==> src/rtl/perf_pkg.sv <==
// -----------------------------------------------------------------------------
// perf_pkg
// Shared definitions for the performance-event collector:
//   - default channel count, per-cycle increment width and counter width
//   - readout FSM state encoding
// Build option: PERF_SATURATE_EN (see perf_counter) selects saturating counters.
// -----------------------------------------------------------------------------
package perf_pkg;

  localparam int unsigned PERF_EVENT_NUM   = 16;
  localparam int unsigned PERF_EVENT_WIDTH = 3;
  localparam int unsigned PERF_CNT_WIDTH   = 48;

  typedef enum logic [0:0] {
    IDLE   = 1'b0,
    STREAM = 1'b1
  } perf_state_t;

endpackage : perf_pkg

==> src/rtl/perf_counter.sv <==
// -----------------------------------------------------------------------------
// perf_counter
// One live event counter with a sticky overflow flag.
//   clk, rst  : clock, asynchronous active-low reset
//   clear_i   : synchronous clear of counter and flag (wins over increment)
//   en_i      : count enable
//   inc_i     : increment for this cycle (zero-extended into the counter)
//   cnt_o     : current counter value (registered)
//   ovf_o     : sticky overflow flag (registered)
// Build option PERF_SATURATE_EN: when defined the counter sticks at its
// maximum value once the sum would exceed it; otherwise it wraps and the
// flag records the carry-out.
// -----------------------------------------------------------------------------
module perf_counter
  import perf_pkg::*;
#(
  parameter int unsigned EVENT_WIDTH = PERF_EVENT_WIDTH,
  parameter int unsigned CNT_WIDTH   = PERF_CNT_WIDTH
) (
  input  logic                   clk,
  input  logic                   rst,
  input  logic                   clear_i,
  input  logic                   en_i,
  input  logic [EVENT_WIDTH-1:0] inc_i,
  output logic [CNT_WIDTH-1:0]   cnt_o,
  output logic                   ovf_o
);

  logic [CNT_WIDTH-1:0] cnt_q;
  logic [CNT_WIDTH-1:0] cnt_d;
  logic                 ovf_q;
  logic                 ovf_d;
  logic [CNT_WIDTH:0]   sum_s;

  // One extra bit keeps the carry-out for overflow detection.
  assign sum_s = {1'b0, cnt_q} + {{(CNT_WIDTH + 1 - EVENT_WIDTH){1'b0}}, inc_i};

  // Next-state: clear has priority, then enabled accumulate, else hold.
  always_comb begin
    cnt_d = cnt_q;
    ovf_d = ovf_q;
    if (clear_i) begin
      cnt_d = {CNT_WIDTH{1'b0}};
      ovf_d = 1'b0;
    end else if (en_i) begin
`ifdef PERF_SATURATE_EN
      if (sum_s[CNT_WIDTH]) begin
        cnt_d = {CNT_WIDTH{1'b1}};
        ovf_d = 1'b1;
      end else begin
        cnt_d = sum_s[CNT_WIDTH-1:0];
        ovf_d = ovf_q;
      end
`else
      cnt_d = sum_s[CNT_WIDTH-1:0];
      ovf_d = ovf_q | sum_s[CNT_WIDTH];
`endif
    end else begin
      cnt_d = cnt_q;
      ovf_d = ovf_q;
    end
  end

  // Counter and overflow flag registers.
  always_ff @(posedge clk or negedge rst) begin
    if (!rst) begin
      cnt_q <= {CNT_WIDTH{1'b0}};
      ovf_q <= 1'b0;
    end else begin
      cnt_q <= cnt_d;
      ovf_q <= ovf_d;
    end
  end

  assign cnt_o = cnt_q;
  assign ovf_o = ovf_q;

endmodule : perf_counter

==> src/rtl/perf_event_collector.sv <==
// -----------------------------------------------------------------------------
// perf_event_collector
// Accumulates EVENT_NUM multi-count event strobes into wide live counters and,
// on request, streams an atomic snapshot of every counter out as
// (id, value, overflow) beats over a valid/ready handshake. Live counting is
// not disturbed while the snapshot drains.
// Ports:
//   clk, rst    : clock, asynchronous active-low reset
//   en          : global count enable
//   event_inc   : packed per-channel increments, channel i at [i*EVENT_WIDTH +: EVENT_WIDTH]
//   clear       : synchronous clear of live counters and overflow flags
//   dump_req    : snapshot + readout request, taken only while idle
//   dump_busy   : readout in progress
//   out_valid   : readout beat valid
//   out_ready   : consumer ready
//   out_id      : channel index of the current beat
//   out_value   : snapshotted counter value
//   out_ovf     : snapshotted overflow flag
//   dump_done   : one-cycle pulse after the final beat handshake
// Build option: PERF_SATURATE_EN selects saturating instead of wrapping counters.
// -----------------------------------------------------------------------------
module perf_event_collector
  import perf_pkg::*;
#(
  parameter int unsigned EVENT_NUM   = PERF_EVENT_NUM,
  parameter int unsigned EVENT_WIDTH = PERF_EVENT_WIDTH,
  parameter int unsigned CNT_WIDTH   = PERF_CNT_WIDTH
) (
  input  logic                             clk,
  input  logic                             rst,
  input  logic                             en,
  input  logic [EVENT_NUM*EVENT_WIDTH-1:0] event_inc,
  input  logic                             clear,
  input  logic                             dump_req,
  output logic                             dump_busy,
  output logic                             out_valid,
  input  logic                             out_ready,
  output logic [$clog2(EVENT_NUM)-1:0]     out_id,
  output logic [CNT_WIDTH-1:0]             out_value,
  output logic                             out_ovf,
  output logic                             dump_done
);

  localparam int unsigned     ID_W    = $clog2(EVENT_NUM);
  localparam logic [ID_W-1:0] LAST_ID = ID_W'(EVENT_NUM - 1);

  logic [CNT_WIDTH-1:0] live_cnt_s   [EVENT_NUM];
  logic [EVENT_NUM-1:0] live_ovf_s;
  logic [CNT_WIDTH-1:0] shadow_cnt_q [EVENT_NUM];
  logic [EVENT_NUM-1:0] shadow_ovf_q;

  perf_state_t          state_q;
  perf_state_t          state_d;
  logic [ID_W-1:0]      idx_q;
  logic [ID_W-1:0]      idx_d;
  logic                 busy_q;
  logic [CNT_WIDTH-1:0] value_q;
  logic [CNT_WIDTH-1:0] value_d;
  logic                 vovf_q;
  logic                 vovf_d;
  logic                 done_q;
  logic                 accept_s;
  logic                 fire_s;
  logic                 last_s;

  // Live counters, one per channel.
  for (genvar g = 0; g < EVENT_NUM; g++) begin : g_cnt
    perf_counter #(
      .EVENT_WIDTH (EVENT_WIDTH),
      .CNT_WIDTH   (CNT_WIDTH)
    ) u_cnt (
      .clk     (clk),
      .rst     (rst),
      .clear_i (clear),
      .en_i    (en),
      .inc_i   (event_inc[g*EVENT_WIDTH +: EVENT_WIDTH]),
      .cnt_o   (live_cnt_s[g]),
      .ovf_o   (live_ovf_s[g])
    );
  end

  assign accept_s = (state_q == IDLE) && dump_req;
  assign fire_s   = (state_q == STREAM) && out_ready;
  assign last_s   = fire_s && (idx_q == LAST_ID);

  // Readout FSM next state and beat index.
  always_comb begin
    state_d = state_q;
    idx_d   = idx_q;
    case (state_q)
      IDLE: begin
        if (accept_s) begin
          state_d = STREAM;
          idx_d   = {ID_W{1'b0}};
        end else begin
          state_d = IDLE;
          idx_d   = idx_q;
        end
      end
      STREAM: begin
        if (last_s) begin
          state_d = IDLE;
          idx_d   = {ID_W{1'b0}};
        end else if (fire_s) begin
          state_d = STREAM;
          idx_d   = idx_q + ID_W'(1);
        end else begin
          state_d = STREAM;
          idx_d   = idx_q;
        end
      end
      default: begin
        state_d = IDLE;
        idx_d   = {ID_W{1'b0}};
      end
    endcase
  end

  // Next beat payload. On the accept edge the shadow is being written in the
  // same cycle, so beat 0 is taken straight from the live counter.
  always_comb begin
    value_d = {CNT_WIDTH{1'b0}};
    vovf_d  = 1'b0;
    if (accept_s) begin
      value_d = live_cnt_s[0];
      vovf_d  = live_ovf_s[0];
    end else if (state_d == STREAM) begin
      value_d = shadow_cnt_q[idx_d];
      vovf_d  = shadow_ovf_q[idx_d];
    end else begin
      value_d = {CNT_WIDTH{1'b0}};
      vovf_d  = 1'b0;
    end
  end

  // FSM and registered readout outputs.
  always_ff @(posedge clk or negedge rst) begin
    if (!rst) begin
      state_q <= IDLE;
      idx_q   <= {ID_W{1'b0}};
      busy_q  <= 1'b0;
      value_q <= {CNT_WIDTH{1'b0}};
      vovf_q  <= 1'b0;
      done_q  <= 1'b0;
    end else begin
      state_q <= state_d;
      idx_q   <= idx_d;
      busy_q  <= (state_d == STREAM);
      value_q <= value_d;
      vovf_q  <= vovf_d;
      done_q  <= last_s;
    end
  end

  // Snapshot capture: pre-increment live values at the accept edge.
  always_ff @(posedge clk or negedge rst) begin
    if (!rst) begin
      for (int i = 0; i < EVENT_NUM; i++) begin
        shadow_cnt_q[i] <= {CNT_WIDTH{1'b0}};
      end
      shadow_ovf_q <= {EVENT_NUM{1'b0}};
    end else if (accept_s) begin
      for (int i = 0; i < EVENT_NUM; i++) begin
        shadow_cnt_q[i] <= live_cnt_s[i];
      end
      shadow_ovf_q <= live_ovf_s;
    end else begin
      shadow_ovf_q <= shadow_ovf_q;
    end
  end

  assign dump_busy = busy_q;
  assign out_valid = busy_q;
  assign out_id    = idx_q;
  assign out_value = value_q;
  assign out_ovf   = vovf_q;
  assign dump_done = done_q;

endmodule : perf_event_collector

==> config.mk <==
export PLATFORM = sky130hd
export DESIGN_NAME = perf_event_collector
export DESIGN_NICKNAME = d
export VERILOG_FILES = /design/src/rtl/perf_pkg.sv /design/src/rtl/perf_counter.sv /design/src/rtl/perf_event_collector.sv
export SDC_FILE = /design/constraint.sdc
export NUM_CORES = 2
export LEC_CHECK = 0
export BUFFER_PORTS_ARGS = -buffer_cell sky130_fd_sc_hd__buf_2
export CAP_MARGIN = 10
export CORE_MARGIN = 3
export CORE_UTILIZATION = 35
export DETAILED_ROUTE_END_ITERATION = 8
export PLACE_DENSITY = 0.48
export SLEW_MARGIN = 40
export SYNTH_ARGS = -nofsm -noshare
export SYNTH_HDL_FRONTEND = slang
export SYNTH_HIERARCHICAL = 1
export SYNTH_SLANG_ARGS = --single-unit
==> constraint.sdc <==
create_clock -name clk -period 2.4 [get_ports clk]
set_clock_uncertainty 0.15 [all_clocks]
set_input_delay 0.48 -clock clk [delete_from_list [all_inputs] [get_ports clk]]
set_output_delay 0.48 -clock clk [all_outputs]
set_load 0.01 [all_outputs]
-- After elaboration in Yosys (flattened, before gate mapping)
Index checks and enable logic that the tools add are counted.
- flip-flop bits (word level): 1623
- bits in latches: 0
- RAM bits: 0
- bits in read-only memories: 0
- input bits: 54
- output and inout port bits: 56
- word-level logic and storage cells: 176
- memories: 0
- add/subtract/negate cells: 17
- multiply operators: 0
- div/mod/pow operators: 0
- order comparisons: 2
- eq/ne operators: 1
- shifts and indexed selects: 0
- muxes and demuxes: 80
- bitwise gates (word level): 18
- reductions and logical operators: 4
- operators by type and width (kind ; count):
    $mux 48 ; 36
    $add 48x3->49 ; 16
    $bmux 48 s4 ; 1
    $mux 1 ; 37
    $or 1x1->1 ; 16
    $mux 4 ; 3
    $pmux 4 s2 ; 1
    $ge 5x5->1 const B ; 1
    $lt 4x5->1 const B ; 1
    $not 4->5 ; 1
    $add 4x1->4 const B ; 1
    $bmux 1 s4 ; 1
    $eq 4x4->1 const B ; 1
    $logic_and 1x1->1 ; 3
    $pmux 1 s2 ; 1
    $reduce_bool 2->1 ; 1
    $not 1->1 ; 1

-- Logic depth before layout (Yosys ltp)
- depth after elaboration: 10
- gate-level depth with buffers: 10
- gate-level depth less buffers: 8

-- Modules after synthesis
Netlist, hierarchy kept.
- modules (own cells, without submodules) (module ; instances ; cells each ; area an instance (um2)):
    perf_counter (g_cnt[0].u_cnt ...) ; 15 ; 294 ; 2708.8
    perf_event_collector ; 1 ; 4601 ; 37403.4
    perf_counter (g_cnt[11].u_cnt) ; 1 ; 288 ; 2733.9

-- Worst setup path after synthesis
No wires, ideal clock.
- path type: input to register
- start: input port event_inc[33]
- end: register g_cnt[11].u_cnt.cnt_q[46]
- library setup time: 0.078 ns
- data arrival time: 2.376 ns
- required time: 2.172 ns
- slack: -0.204 ns
- stages on the path: 9
- buffers on the path: 1
- cell sequence: ha_1 -> inv_1 -> fa_1 -> nor2b_1 -> o22a_1 -> clkbuf_1 -> nand3_1 -> or3_1 -> a21oi_1
- longest elaborated chain between the ends: 3
- ends and longest elaborated chain (what ; RTL line ; source):
    from (decl) ; perf_event_collector.sv:32 ; input logic [EVENT_NUM*EVENT_WIDTH-1:0] event_inc,
    $add 48x3->49 ; perf_counter.sv:36 ; assign sum_s = {1'b0, cnt_q} + {{(CNT_WIDTH + 1 - EVENT_WIDTH){1'b0}}, inc_i};
    $mux 48 ; perf_counter.sv:45 ; end else if (en_i) begin
    $mux 48 ; perf_counter.sv:42 ; if (clear_i) begin
    to (signal assigned) ; perf_counter.sv:67 ; cnt_q <= {CNT_WIDTH{1'b0}};
    to (signal assigned) ; perf_counter.sv:70 ; cnt_q <= cnt_d;
    to (decl) ; perf_counter.sv:29 ; logic [CNT_WIDTH-1:0] cnt_q;
Every way passes these cells. The select of a mux whose other input is x is not followed.
A chain may end at the register's enable or synchronous reset.

-- Worst setup path in the final report
- start: register idx_q[0] (netlist: out_id[0])
- end: register value_q[45] (netlist: out_value[45])
- longest elaborated chain between the ends: 10
- elaborated cells on any way between the ends: 15
- ends and longest elaborated chain (what ; RTL line ; source):
    from (decl) ; perf_event_collector.sv:54 ; logic [ID_W-1:0] idx_q;
    from (signal assigned) ; perf_event_collector.sv:140 ; idx_q <= {ID_W{1'b0}};
    from (signal assigned) ; perf_event_collector.sv:147 ; idx_q <= idx_d;
    $add 4x1->4 or $eq 4x4->1 (tied branches) ; perf_event_collector.sv:106, perf_event_collector.sv:84 ;
    $mux 4 or $logic_and 1x1->1 (tied branches) ; perf_event_collector.sv:104, perf_event_collector.sv:84 ;
    $mux 4 ; perf_event_collector.sv:101 ; if (last_s) begin
    $pmux 4 s2 ; perf_event_collector.sv:90 ; case (state_q)
    $not 4->5 (implied by the code) ; perf_event_collector.sv:128 ; value_d = shadow_cnt_q[idx_d];
    $bmux 48 s4 ; perf_event_collector.sv:128 ;
    $mux 48 (implied by the code) (2 in series) ; perf_event_collector.sv:128 ;
    $mux 48 * ; perf_event_collector.sv:127 ; end else if (state_d == STREAM) begin
    $mux 48 * ; perf_event_collector.sv:124 ; if (accept_s) begin
    via value_d[45] ; perf_event_collector.sv:58 ; logic [CNT_WIDTH-1:0] value_d;
    to (signal assigned) ; perf_event_collector.sv:142 ; value_q <= {CNT_WIDTH{1'b0}};
    to (signal assigned) ; perf_event_collector.sv:149 ; value_q <= value_d;
    to (decl) ; perf_event_collector.sv:57 ; logic [CNT_WIDTH-1:0] value_q;
The timed path passes the listed nets; every way through them passes the cells marked *. The select of a mux whose other input is x is not followed.

==> results.md <==
- Mean Syn Cell Area: a little under 9 µm²
- CP endpoint kind: register
- DP Area: 92000 µm²
- Worst slack, placed: -0.826 ns
- Final setup margin: -0.410 ns
- Synth top area share: 0.503
- # IOs: 110
- Via density: between 5 and 6
- Ys flop type: dfrtp_1
- EDFF count, synth: 0
- Synth Area in Compound Gates: 0.0618
- Flop-to-flop setup slack: -0.41 ns
- IO buf count: 109
- DR pass1 iterations: 6
- Critical Path Stages: 11
- Yosys reg bits: 1623
- Synth-to-Final Area Change: 26.6%
- Worst setup startpoint: out_id[0]
- Unique cell type count in the Yosys netlist: 66
- Fin. Hold Viols: 0
- Pins Over Slew Limit: 0
- Unrepaired setup endpoints after global routing: true
- CP delay by family, top: compound AO/OA/AOI/OAI gates
- Drt total wl: approximately 330000 µm
- Post-synthesis mux area share: 0.0235
- Clk_lat worst skew: between 0.8 and 0.9 ns
- RD Place Congestion: between 0.9 and 1
- Mapped Cells: 9299
- Yosys top cell by area: dfrtp_1
- Comb pwr share: 0.283
- Max-Cap Viols: 0
- Final Setup Violations: 51
- Initial antenna violation count: 13
- Area of the die: 237000 µm²
- Worst Tran Pin Value: between 0.7 and 0.8 ns
- Main area contributors after synthesis: dfrtp_1, nand2_1, nand4_1
- Finished Core Util: 0.448
- Final net count: 10300
- Tcrit/Tclk final: 1.17
- Worst Hold Class: in2async
- Peak supply drop: 732 µV
- CTS tree: done
- Req. time, crit path: just under 3 ns
- Wirelength per Cell: roughly 25 µm
- Starting DRC count in detailed routing: 6636
- Simple-gate share of the synthesized area: 0.316
- Cell with the most instances after synthesis: nand2_1
- Via count: around 73000
- CORE AREA: 228000 µm²
- YS warnings: 6
- Die width: around 490 µm
- Worst Reg-to-Reg Cells: 11
- Sw Ratio: 0.338
- Dpl hpwl: 251000 µm
- Status: finished with violations
- Worst Setup EP: out_value[45]
- Slowest cell on the critical path: o211ai_1
- DRC viols: 0
- Clock power frac: 0.360
- Mapped Nets: 9418
- Largest net degree at the start of global routing: 83
- FFs w/ async S/R, synth: 1.00
- Starting Density: 0.354
- Reg2Reg Capture Point: out_value[45]
- Combinational family with the most area after synthesis: simple AND/OR/NAND/NOR gates
- F_max: 0.356 GHz
- Reg power frac: 0.357
- Cell area power density: 834 nW/µm²
- Site Rows: 175
- Design area: approximately 100000 µm²
- Sequential area share after synthesis: 0.503
- GRT overflow: 0
- CTS Buf Count: 192
- Arr. time, crit path: around 3.4 ns
- Max incr delay on CP: 0.63 ns
- Critical path buffers and inverters: 5
- Cell-internal power: 56500 µW
- Slew HR: 0.475
- Worst Path Max Fanout: 10
- Antenna-violating nets left: 0
- Critical Path, Cell by Cell: ha_4, a32oi_4, buf_12, inv_16, buf_16, buf_6, nand2_2, nand2_2, buf_12, o211ai_1, nand4_1
- Minimum clock period: about 2.8 ns
- Clk root buf: clkbuf_16
- Layout cells sized above 1: 0.177
- Fraction of the mapped netlist area in adder cells: 0.0116
- Crit start category: register
- Switching power: 28800 µW
- Clock Tree Buf Depth: 3
- CTS H-Tree Depth: 4
- Clk slew on worst S/H paths: 0.06 ns
- First-pass GRT wire length: 488000 µm
- Netlist Area Pre-Place: around 80000 µm²
- Leakage: 0.0467 µW
- Synth cell count leaders: nand2_1, dfrtp_1, nor2_1
- Total Routing Usage GR: 0.275
- Post-Synth XOR/XNOR Area: 0.0512
- Failing checks: negative setup slack
- Vias in the first global route: 70900
- Clk sinks: 1623
- Worst R2R Start: out_id[0]
- WS Path Type: reg2reg
- DIE HEIGHT: between 400 and 500 µm
-- kinds of logic (layout without fill, tap and decap cells) --
logic type	Yosys count	in the layout
simple gates	5536	5536
flops	1623	1623
compound gates	780	780
buf+inv	634	1693
xor+xnor	472	472
mux	189	189
fa+ha+maj	65	65
other cells	0	5
-- sequential cells by signal (all words and copies together) (netlist names) --
signal / cells
dump_busy: 1
out_ovf: 1
g_cnt.u_cnt/ovf_o: 16
dump_done: 1
shadow_cnt_q: 768
shadow_ovf_q: 16
out_id: 4
out_value: 48
g_cnt.u_cnt/cnt_o: 768
-- cells in the final DEF (no fill, tap or decap), types with 156 or more instances in the layout --
cell type,instances
nand2_1,3119
dfrtp_1,1622
buf_4,805
nor2_1,588
nand4_1,510
nand3_1,393
xor2_1,307
o21ai_0,220
clkbuf_16,208
or3_1,201
a21oi_1,201
xnor2_1,165
nor4_1,163
mux2i_1,156
-- repair_timing --
item	4_1_cts	5_1_grt
cloned	9	18
setup endpoints to repair	179	326
resized for setup	237	134
endpoints found under the hold margin	1070	0
pin swaps	112	81
setup buffers	42	16
hold buffers	49	0
-- worst min-delay path by stage --
stage,startpoint,endpoint,slack (ns),depth (start not counted)
after global routing,rst,g_cnt[1].u_cnt/cnt_o[4],0.04,2
after global placement,rst,g_cnt[1].u_cnt/cnt_o[5],0.30,1
after floorplan,rst,dump_busy,0.03,0
after CTS,rst,shadow_cnt_q[46],0.002,2
final,rst,g_cnt[1].u_cnt/cnt_o[5],0.06,2
after detailed placement,rst,g_cnt[1].u_cnt/cnt_o[4],0.29,1
-- metal layers --
layer,track usage,share of wire,vias to the layer above
met5,0,0.000069,-
met3,0.0424,0.062,497
met4,0.121,0.049,4
met2,0.421,0.45,2284
li1,-,-,33600
met1,0.386,0.44,36700
-- cell type report --
| class | instances | area, µm² |
|---|---|---|
| sequential | 1623 | 40600 |
| clock buffer | 286 | 5630 |
| inverter | 161 | 623 |
| multi-input combinational | 7042 | 39300 |
| clock inverter | 65 | 925 |
| timing repair buffer | 1181 | 11300 |
| antenna | 5 | 12.5 |
| fill | 22300 | 126000 |
| tap | 3009 | 3760 |
-- worst reg2reg max path, delay by kind of cell, from the launching register on --
kind                       cells  cell delay (ns)
buffers and inverters          5             0.68
AOI/OAI and AO/OA              2             0.88
adders and majority gates      1             0.26
DFF                            1             0.41
and+or+nand+nor                3             0.27
-- per-stage QoR --
stage | power [µW] | cells | setup TNS (ns) | hold WS, ns
2_1_floorplan | 38500 | 9299 | 0 | 0.0344
3_3_place_gp | 49700 | 12900 | -96.84 | 0.296
3_5_place_dp | 49800 | 12900 | -108.40 | 0.286
4_1_cts | 83500 | 13300 | -11.40 | 0.00167
5_1_grt | 88000 | 13400 | -24.60 | 0.0377
6_report | 85300 | 13400 | -13.83 | 0.0554
-- power by group through the flow --
stage | clock network [µW] | registers (µW) | logic [µW]
after floorplan | 0 | 29600 | 8880
after global placement | 0 | 30900 | 18800
after detailed placement | 0 | 30900 | 18900
after CTS | 31300 | 30400 | 21800
after global routing | 32400 | 30400 | 25200
final | 30700 | 30400 | 24200
Power figures use the tool's default switching activity.
